File: src/rtl/spi_frame_pkg.sv
`default_nettype none
// ============================================================================
// Module      : spi_frame_pkg
// Description : Shared constants and types for the SPI vertex deframer:
//               frame opcodes, FSM state encodings, error-flag bit indices
//               and the vertex entry stored per FIFO slot.
// Revision    : 1.0 - initial release
// ============================================================================
package spi_frame_pkg;

    // Coordinate / SPI word width carried in each FIFO entry.
    localparam int c_VTX_W = 16;

    // Accepted frame opcodes (header bits [15:8]).
    localparam logic [7:0] c_OP_POLYLINE = 8'h01;
    localparam logic [7:0] c_OP_POLYGON  = 8'h02;

    // Frame FSM state encoding.
    localparam logic [2:0] c_ST_IDLE   = 3'd0;
    localparam logic [2:0] c_ST_HEADER = 3'd1;
    localparam logic [2:0] c_ST_X      = 3'd2;
    localparam logic [2:0] c_ST_Y      = 3'd3;
    localparam logic [2:0] c_ST_DRAIN  = 3'd4;

    // Bit positions inside err_flags = {overflow, abort, header}.
    localparam int c_ERR_HEADER   = 0;
    localparam int c_ERR_ABORT    = 1;
    localparam int c_ERR_OVERFLOW = 2;

    // One FIFO slot: a vertex plus the per-frame markers.
    typedef struct packed {
        logic [c_VTX_W-1:0] x;
        logic [c_VTX_W-1:0] y;
        logic [7:0]         op;
        logic               first;
        logic               last;
    } vertex_t;

    function automatic logic opcode_ok(input logic [7:0] op);
        return (op == c_OP_POLYLINE) || (op == c_OP_POLYGON);
    endfunction

endpackage
`default_nettype wire

File: src/rtl/vertex_commit_fifo.sv
`default_nettype none
// ============================================================================
// Module      : vertex_commit_fifo
// Description : Vertex FIFO with a tentative write pointer that can be
//               committed (published to the reader) or rewound (frame
//               discarded). Synchronous read into a show-ahead register.
// Ports       : clk, rst         - clock, synchronous active-high reset
//               i_wr_en/i_wr_data - tentative write
//               i_commit          - publish all writes incl. this cycle's
//               i_rewind          - drop uncommitted writes
//               o_free            - DEPTH - (tentative wr - rd)
//               o_rd_*/i_rd_ready - valid/ready output stream
// Revision    : 1.0 - initial release
// ============================================================================
module vertex_commit_fifo
    import spi_frame_pkg::*;
#(
    parameter int DEPTH = 16
) (
    input  logic                   clk,
    input  logic                   rst,
    input  logic                   i_wr_en,
    input  vertex_t                i_wr_data,
    input  logic                   i_commit,
    input  logic                   i_rewind,
    output logic [$clog2(DEPTH):0] o_free,
    output vertex_t                o_rd_data,
    output logic                   o_rd_valid,
    input  logic                   i_rd_ready
);

    localparam int                 c_ADDR_W = $clog2(DEPTH);
    localparam int                 c_PTR_W  = c_ADDR_W + 1;
    localparam logic [c_PTR_W-1:0] c_DEPTH  = c_PTR_W'(DEPTH);

    vertex_t              r_mem [DEPTH];
    logic [c_PTR_W-1:0]   r_wr;
    logic [c_PTR_W-1:0]   r_commit;
    logic [c_PTR_W-1:0]   r_rd;
    vertex_t              r_out;
    logic                 r_out_valid;

    logic [c_PTR_W-1:0]   w_wr_next;
    logic [c_PTR_W-1:0]   w_rd_next;
    logic                 w_pop;
    logic                 w_avail;

    assign w_wr_next = i_wr_en ? (r_wr + c_PTR_W'(1)) : r_wr;
    assign w_pop     = r_out_valid && i_rd_ready;
    // The read pointer only moves on a consumer handshake, so the entry
    // sitting in the output register still counts as occupied.
    assign w_rd_next = r_rd + c_PTR_W'(w_pop);
    assign w_avail   = (r_commit != w_rd_next);

    always_ff @(posedge clk) begin
        if (i_wr_en) begin
            r_mem[r_wr[c_ADDR_W-1:0]] <= i_wr_data;
        end
    end

    always_ff @(posedge clk) begin
        if (rst) begin
            r_wr        <= '0;
            r_commit    <= '0;
            r_rd        <= '0;
            r_out       <= '0;
            r_out_valid <= 1'b0;
        end else begin
            if (i_rewind) begin
                r_wr <= r_commit;
            end else begin
                r_wr <= w_wr_next;
            end
            if (i_commit) begin
                r_commit <= w_wr_next;
            end
            r_rd        <= w_rd_next;
            r_out_valid <= w_avail;
            // Slot at w_rd_next is committed whenever w_avail is set, so it
            // can never be the slot being written this cycle.
            r_out       <= w_avail ? r_mem[w_rd_next[c_ADDR_W-1:0]] : '0;
        end
    end

    assign o_free     = c_DEPTH - (r_wr - r_rd);
    assign o_rd_data  = r_out;
    assign o_rd_valid = r_out_valid;

endmodule
`default_nettype wire

File: src/rtl/spi_vertex_deframer.sv
`default_nettype none
// ============================================================================
// Module      : spi_vertex_deframer
// Description : SPI mode-0 slave that receives framed vertex lists
//               (header {opcode, N} then N x/y word pairs), buffers them in
//               a commit/rewind FIFO and releases only complete frames as a
//               valid/ready vertex stream. MISO returns a status word
//               {err_flags, 5'b0, free_slots} during the header.
// Ports       : clock, reset              - system clock, sync reset
//               spi_sclk/mosi/cs/miso     - SPI slave pins (async inputs)
//               out_x/y/op/first/last     - vertex beat
//               out_valid/out_ready       - stream handshake
//               err_flags                 - sticky {overflow, abort, header}
// Revision    : 1.0 - initial release
// ============================================================================
module spi_vertex_deframer
    import spi_frame_pkg::*;
#(
    parameter int WORD_W      = c_VTX_W,
    parameter int MAX_VERTS   = 8,
    parameter int FIFO_DEPTH  = 16,
    parameter int SYNC_STAGES = 2
) (
    input  logic              clock,
    input  logic              reset,
    input  logic              spi_sclk,
    input  logic              spi_mosi,
    input  logic              spi_cs,
    output logic              spi_miso,
    output logic [WORD_W-1:0] out_x,
    output logic [WORD_W-1:0] out_y,
    output logic [7:0]        out_op,
    output logic              out_first,
    output logic              out_last,
    output logic              out_valid,
    input  logic              out_ready,
    output logic [2:0]        err_flags
);

    localparam int                 c_PTR_W    = $clog2(FIFO_DEPTH) + 1;
    localparam int                 c_BIT_W    = $clog2(WORD_W);
    localparam logic [c_BIT_W-1:0] c_BIT_LAST = c_BIT_W'(WORD_W - 1);

    // ---------------- input synchronisers and edge detect ----------------
    logic [SYNC_STAGES-1:0] r_sclk_sync;
    logic [SYNC_STAGES-1:0] r_mosi_sync;
    logic [SYNC_STAGES-1:0] r_cs_sync;
    logic                   r_sclk_prev;
    logic                   r_cs_prev;
    logic                   w_sclk;
    logic                   w_mosi;
    logic                   w_cs;
    logic                   w_sclk_rise;
    logic                   w_sclk_fall;
    logic                   w_cs_fall;
    logic                   w_cs_rise;

    // Chains clear to 0 so a CS held low across reset is not seen as a new
    // frame start; its eventual rise lands in IDLE and is harmless.
    always_ff @(posedge clock) begin
        if (reset) begin
            r_sclk_sync <= '0;
            r_mosi_sync <= '0;
            r_cs_sync   <= '0;
            r_sclk_prev <= 1'b0;
            r_cs_prev   <= 1'b0;
        end else begin
            r_sclk_sync <= {r_sclk_sync[SYNC_STAGES-2:0], spi_sclk};
            r_mosi_sync <= {r_mosi_sync[SYNC_STAGES-2:0], spi_mosi};
            r_cs_sync   <= {r_cs_sync[SYNC_STAGES-2:0], spi_cs};
            r_sclk_prev <= w_sclk;
            r_cs_prev   <= w_cs;
        end
    end

    assign w_sclk      = r_sclk_sync[SYNC_STAGES-1];
    assign w_mosi      = r_mosi_sync[SYNC_STAGES-1];
    assign w_cs        = r_cs_sync[SYNC_STAGES-1];
    assign w_sclk_rise = w_sclk && !r_sclk_prev;
    assign w_sclk_fall = !w_sclk && r_sclk_prev;
    assign w_cs_fall   = !w_cs && r_cs_prev;
    assign w_cs_rise   = w_cs && !r_cs_prev;

    // ---------------- frame state ----------------
    logic [2:0]          r_state;
    logic [c_BIT_W-1:0]  r_bit_cnt;
    logic [WORD_W-1:0]   r_shift;
    logic                r_word_done;
    logic [7:0]          r_op;
    logic [7:0]          r_n;
    logic [7:0]          r_vidx;
    logic [WORD_W-1:0]   r_x;
    logic [2:0]          r_err;
    logic [15:0]         r_miso_sr;

    logic [2:0]          w_state_nx;
    logic                w_in_frame;
    logic [7:0]          w_hdr_op;
    logic [7:0]          w_hdr_n;
    logic                w_hdr_ok;
    logic                w_last_vtx;
    logic                w_hdr_accept;
    logic                w_x_load;
    logic                w_wr_en;
    logic                w_commit;
    logic                w_rewind;
    logic [2:0]          w_err_set;
    logic                w_err_clr;
    logic [c_PTR_W-1:0]  w_free;
    vertex_t             w_wr_data;
    vertex_t             w_rd_data;
    logic                w_rd_valid;

    assign w_in_frame = (r_state == c_ST_HEADER) || (r_state == c_ST_X) || (r_state == c_ST_Y);
    assign w_hdr_op   = r_shift[15:8];
    assign w_hdr_n    = r_shift[7:0];
    assign w_hdr_ok   = opcode_ok(w_hdr_op) && (w_hdr_n != 8'd0) && (w_hdr_n <= 8'(MAX_VERTS));
    assign w_last_vtx = (r_vidx == (r_n - 8'd1));

    // Completed words are acted on one cycle after their last bit is
    // sampled (r_word_done). CS edges take priority over word handling.
    always_comb begin
        w_state_nx   = r_state;
        w_hdr_accept = 1'b0;
        w_x_load     = 1'b0;
        w_wr_en      = 1'b0;
        w_commit     = 1'b0;
        w_rewind     = 1'b0;
        w_err_set    = 3'b000;
        w_err_clr    = 1'b0;
        if (w_cs_rise) begin
            if (w_in_frame) begin
                w_rewind               = 1'b1;
                w_err_set[c_ERR_ABORT] = 1'b1;
            end
            w_state_nx = c_ST_IDLE;
        end else if (w_cs_fall) begin
            w_state_nx = c_ST_HEADER;
        end else if (r_word_done) begin
            case (r_state)
                c_ST_HEADER: begin
                    // Status word has just been fully shifted out.
                    w_err_clr = 1'b1;
                    if (!w_hdr_ok) begin
                        w_err_set[c_ERR_HEADER] = 1'b1;
                        w_state_nx              = c_ST_DRAIN;
                    end else if (w_hdr_n > 8'(w_free)) begin
                        w_err_set[c_ERR_OVERFLOW] = 1'b1;
                        w_state_nx                = c_ST_DRAIN;
                    end else begin
                        w_hdr_accept = 1'b1;
                        w_state_nx   = c_ST_X;
                    end
                end
                c_ST_X: begin
                    w_x_load   = 1'b1;
                    w_state_nx = c_ST_Y;
                end
                c_ST_Y: begin
                    w_wr_en = 1'b1;
                    if (w_last_vtx) begin
                        w_commit   = 1'b1;
                        w_state_nx = c_ST_DRAIN;
                    end else begin
                        w_state_nx = c_ST_X;
                    end
                end
                default: ;
            endcase
        end
    end

    always_comb begin
        w_wr_data.x     = r_x;
        w_wr_data.y     = r_shift;
        w_wr_data.op    = r_op;
        w_wr_data.first = (r_vidx == 8'd0);
        w_wr_data.last  = w_last_vtx;
    end

    always_ff @(posedge clock) begin
        if (reset) begin
            r_state     <= c_ST_IDLE;
            r_bit_cnt   <= '0;
            r_shift     <= '0;
            r_word_done <= 1'b0;
            r_op        <= '0;
            r_n         <= '0;
            r_vidx      <= '0;
            r_x         <= '0;
            r_err       <= '0;
            r_miso_sr   <= '0;
        end else begin
            r_state     <= w_state_nx;
            r_word_done <= 1'b0;

            if (w_cs_fall) begin
                r_bit_cnt <= '0;
            end else if (w_sclk_rise && w_in_frame) begin
                r_shift <= {r_shift[WORD_W-2:0], w_mosi};
                if (r_bit_cnt == c_BIT_LAST) begin
                    r_bit_cnt   <= '0;
                    r_word_done <= 1'b1;
                end else begin
                    r_bit_cnt <= r_bit_cnt + c_BIT_W'(1);
                end
            end

            if (w_hdr_accept) begin
                r_op   <= w_hdr_op;
                r_n    <= w_hdr_n;
                r_vidx <= '0;
            end
            if (w_x_load) begin
                r_x <= r_shift;
            end
            if (w_wr_en) begin
                r_vidx <= r_vidx + 8'd1;
            end

            if (w_cs_fall) begin
                r_miso_sr <= {r_err, 5'b00000, 8'(w_free)};
            end else if (w_sclk_fall && (r_state == c_ST_HEADER)) begin
                r_miso_sr <= {r_miso_sr[14:0], 1'b0};
            end

            // A flag raised in the clearing cycle survives the clear.
            r_err <= (w_err_clr ? 3'b000 : r_err) | w_err_set;
        end
    end

    vertex_commit_fifo #(
        .DEPTH (FIFO_DEPTH)
    ) u_fifo (
        .clk        (clock),
        .rst        (reset),
        .i_wr_en    (w_wr_en),
        .i_wr_data  (w_wr_data),
        .i_commit   (w_commit),
        .i_rewind   (w_rewind),
        .o_free     (w_free),
        .o_rd_data  (w_rd_data),
        .o_rd_valid (w_rd_valid),
        .i_rd_ready (out_ready)
    );

    assign spi_miso  = (r_state == c_ST_HEADER) && r_miso_sr[15];
    assign out_x     = w_rd_data.x;
    assign out_y     = w_rd_data.y;
    assign out_op    = w_rd_data.op;
    assign out_first = w_rd_data.first;
    assign out_last  = w_rd_data.last;
    assign out_valid = w_rd_valid;
    assign err_flags = r_err;

endmodule
`default_nettype wire

File: config.mk
export PLATFORM = sky130hd
export DESIGN_NAME = spi_vertex_deframer
export DESIGN_NICKNAME = d
export VERILOG_FILES = /design/src/rtl/spi_frame_pkg.sv /design/src/rtl/vertex_commit_fifo.sv /design/src/rtl/spi_vertex_deframer.sv
export SDC_FILE = /design/constraint.sdc
export NUM_CORES = 1
export LEC_CHECK = 0
export CORE_ASPECT_RATIO = 1.2
export CORE_MARGIN = 10
export CORE_UTILIZATION = 40
export DETAILED_ROUTE_END_ITERATION = 6
export DONT_BUFFER_PORTS = 1
export GPL_TIMING_DRIVEN = 1
export MAX_ROUTING_LAYER = met4
export PLACE_DENSITY = 0.59
export SETUP_SLACK_MARGIN = 0.15
export SLEW_MARGIN = 20
export SYNTH_ARGS = -nofsm -noshare
export SYNTH_HDL_FRONTEND = slang
export SYNTH_HIERARCHICAL = 1
export SYNTH_SLANG_ARGS = --single-unit
File: constraint.sdc
create_clock -name clock -period 6.2 [get_ports clock]
set_input_delay 1.24 -clock clock [delete_from_list [all_inputs] [get_ports clock]]
set_output_delay 1.24 -clock clock [all_outputs]
set_load 0.01 [all_outputs]
==> results.py <==
metrics = {
    "status": {
        "status": "finished clean",
    },
    "sta": {
        "tightestPinTransition_ns": 1.03,
        "period_needed_ns": 3.93,
        "max_freq_mhz": 255,
        "rsz0062_at_grt": "false",
        "setup_viol": 0,
        "fin_setup_tns_ns": 0,
        "fin_crit_sh_pct": 63.4,
        "skew_ns": 0.0166,
        "final_hold_viol_count": 0,
        "drv_slew": 0,
        "maxSlewHeadroom_pct": 31.2,
    },
    "floorplanning": {
        "row_count": 112,
        "ioPinCount": 53,
        "die_x_um": 276,
        "start_util_pct": 40.3,
        "dieArea_um2": 90000,
        "core_um2": 77800,
        "die_h_um": 327,
    },
    "grt": {
        "grt_start_max_net_pins": 86,
        "grt_pass1_wl_um": 107000,
        "gr-total-overflow": 0,
        "antenna_found_initial": 2,
        "grt_pass1_vias": 16313,
        "grt_use_total_pct": 16.3,
    },
    "yosys": {
        "synth_flop_cell": "edfxtp_1",
        "syn_inst": 1700,
        "synth_fp_nets": 1729,
        "syn_area_per_cell_um2": 18.4,
        "yosysSeqAreaShare_pct": 73.9,
        "async_flop_share_pct": 0,
        "syn_area_um2": 31300,
        "yosysUniqueCellTypes": 53,
        "synth_warnings": 6,
        "yosys_register_bits": 821,
        "synth_edf_count": 672,
    },
    "final_layout": {
        "n_antenna_cell": 0,
        "final_common_cell": "edfxtp_1",
        "layoutNonFillerInstCount": 2826,
        "drive_above_1_share_pct": 20.1,
        "area_growth_pct": 12.7,
        "final_cell_mix": "672 x edfxtp_1, 168 x mux4_2, 149 x dfxtp_1",
        "fin_nets": 1762,
        "stdcell_area_um2": 35300,
    },
    "placed_design": {
        "io_buffers": 0,
        "place_congestion": 0.773,
        "dp_cells": 2674,
        "placed_cell_area_um2": 32700,
        "place_hpwl_um": 37800,
    },
    "critical_path": {
        "cp.required_ns": 6.45,
        "crit_fanout": 28,
        "arrival_ns": 4.18,
        "start_kind": "register",
        "cp-end-kind": "register",
        "critPathKind": "register to register",
    },
    "routing": {
        "vias_per_cell": 5.53,
        "wl_per_cell_um": 25.0,
        "drc": 0,
        "routed-via-count": 15629,
        "wirelength_um": 70600,
        "antenna_left": 0,
        "drt_iter0_markers": 1359,
        "dr.pass1.iters": 5,
    },
    "clocking": {
        "cts_buffers": 82,
        "cts_hold_buffers": 0,
        "cts_sinks": 821,
        "ctsLongestPathBuffers": 3,
        "htreeDepth": 3,
        "ctsRootBufferMaster": "clkbuf_16",
        "cts_setup_buffers": 0,
        "clk_pin_slew_worst_paths_ns": 0.06,
        "tritoncts": "built",
        "cts_resized": 0,
        "clk_latency_ns": 0.63,
    },
    "flow_run": {
        "cap_violations": 0,
    },
    "power": {
        "p_leak_nw": 11.2,
        "ir_drop_mv": 0.225,
        "total_power_w": 0.0107,
        "power_density_nw_per_um2": 304,
    },
    "min_path": {
        "holdCritPathClass": "register to register",
    },
}
stage by stage:
step	setup WS [ns]	hold WS, ns	utilization (%)
floorplan	1.09	0.414	-
global placement	2.07	0.430	42.0
detailed placement	2.12	0.430	42.0
CTS	2.26	0.445	45.4
global route	1.89	0.458	45.4
finish	2.27	0.439	45.4
final cells by class:
cell class	instances	area, um2
sequential	821	23200
timing repair buffer	44	372
tap	1026	1280
inverter	28	105
multi-input combinational	756	7780
clock buffer	110	2280
clock inverter	41	357
fill	6503	42400
state kept, by name, indices dropped and copies added (netlist names), 2 cells and up:
| name | cells |
|---|---|
| err_flags | 3 |
| r_bit_cnt | 4 |
| r_cs_sync | 2 |
| r_miso_sr | 16 |
| r_mosi_sync | 2 |
| r_n | 8 |
| r_op | 8 |
| r_sclk_sync | 2 |
| r_shift | 16 |
| r_state | 3 |
| r_vidx | 8 |
| r_x | 16 |
| u_fifo/o_rd_data | 42 |
| u_fifo/r_commit | 5 |
| u_fifo/r_mem | 672 |
| u_fifo/r_rd | 5 |
| u_fifo/r_wr | 5 |
critical path: stages, from the launching register on:
cell and delay (ns):
dfxtp_1 0.35, nand2b_1 0.61, nand3_1 0.18, or2_1 0.43
clkinv_1 0.39, and3_1 0.26, and2_2 0.59, buf_4 0.68
synth_stat cells, drive strengths merged, types with 22 or more instances:
master / instances / area (um2)
a211oi: 56 / 420
a311oi: 42 / 368
and2: 59 / 369
buf: 51 / 287
clkbuf: 44 / 165
dfxtp: 149 / 2980
edfxtp: 672 / 20200
ha: 22 / 275
inv: 27 / 101
mux2i: 56 / 561
mux4: 168 / 3780
nand2: 106 / 398
nor2: 88 / 333
worst paths after layout:
kind / start / end / slack (ns) / cells after the start
worst max register to register: r_cs_sync[1] / u_fifo/r_mem[8][2] / 2.27 / 7
worst min register to register: r_cs_sync[0] / r_cs_sync[1] / 0.44 / 1
worst max-delay path: r_cs_sync[1] / u_fifo/r_mem[8][2] / 2.27 / 7
worst min-delay path: r_cs_sync[0] / r_cs_sync[1] / 0.44 / 1
where the power goes:
| group | leakage, nW | switching, W | internal (W) |
|---|---|---|---|
| logic | 2.72 | 0.00000729 | 0.00000503 |
| registers | 7.22 | 0.00000210 | 0.00588 |
| clock network | 1.28 | 0.00201 | 0.00283 |
| total | 11.2 | 0.00202 | 0.00872 |
cell families (layout without fill, tap and decap cells):
kind of cell / Yosys count / in the layout / synth area share (%)
AOI/OAI and AO/OA: 139 / 139 / 3.36
xor gates and xnor gates: 31 / 31 / 0.934
adders and majority gates: 23 / 23 / 0.942
buffers and inverters: 123 / 223 / 1.78
DFF: 821 / 821 / 73.9
muxes: 224 / 224 / 13.9
and+or+nand+nor: 339 / 339 / 5.24
per-layer routing:
layer  vias up  wire length, um  part of all wire [%]  GRT usage, %
met5         -                0                     0             -
met4         0             1430                   2.0          4.77
met1      8334            30400                    43          21.1
li1       6805                -                     -             -
met3        92             3570                   5.1          2.62
met2       398            35200                    50          26.4
Power figures use the tool's default switching activity.
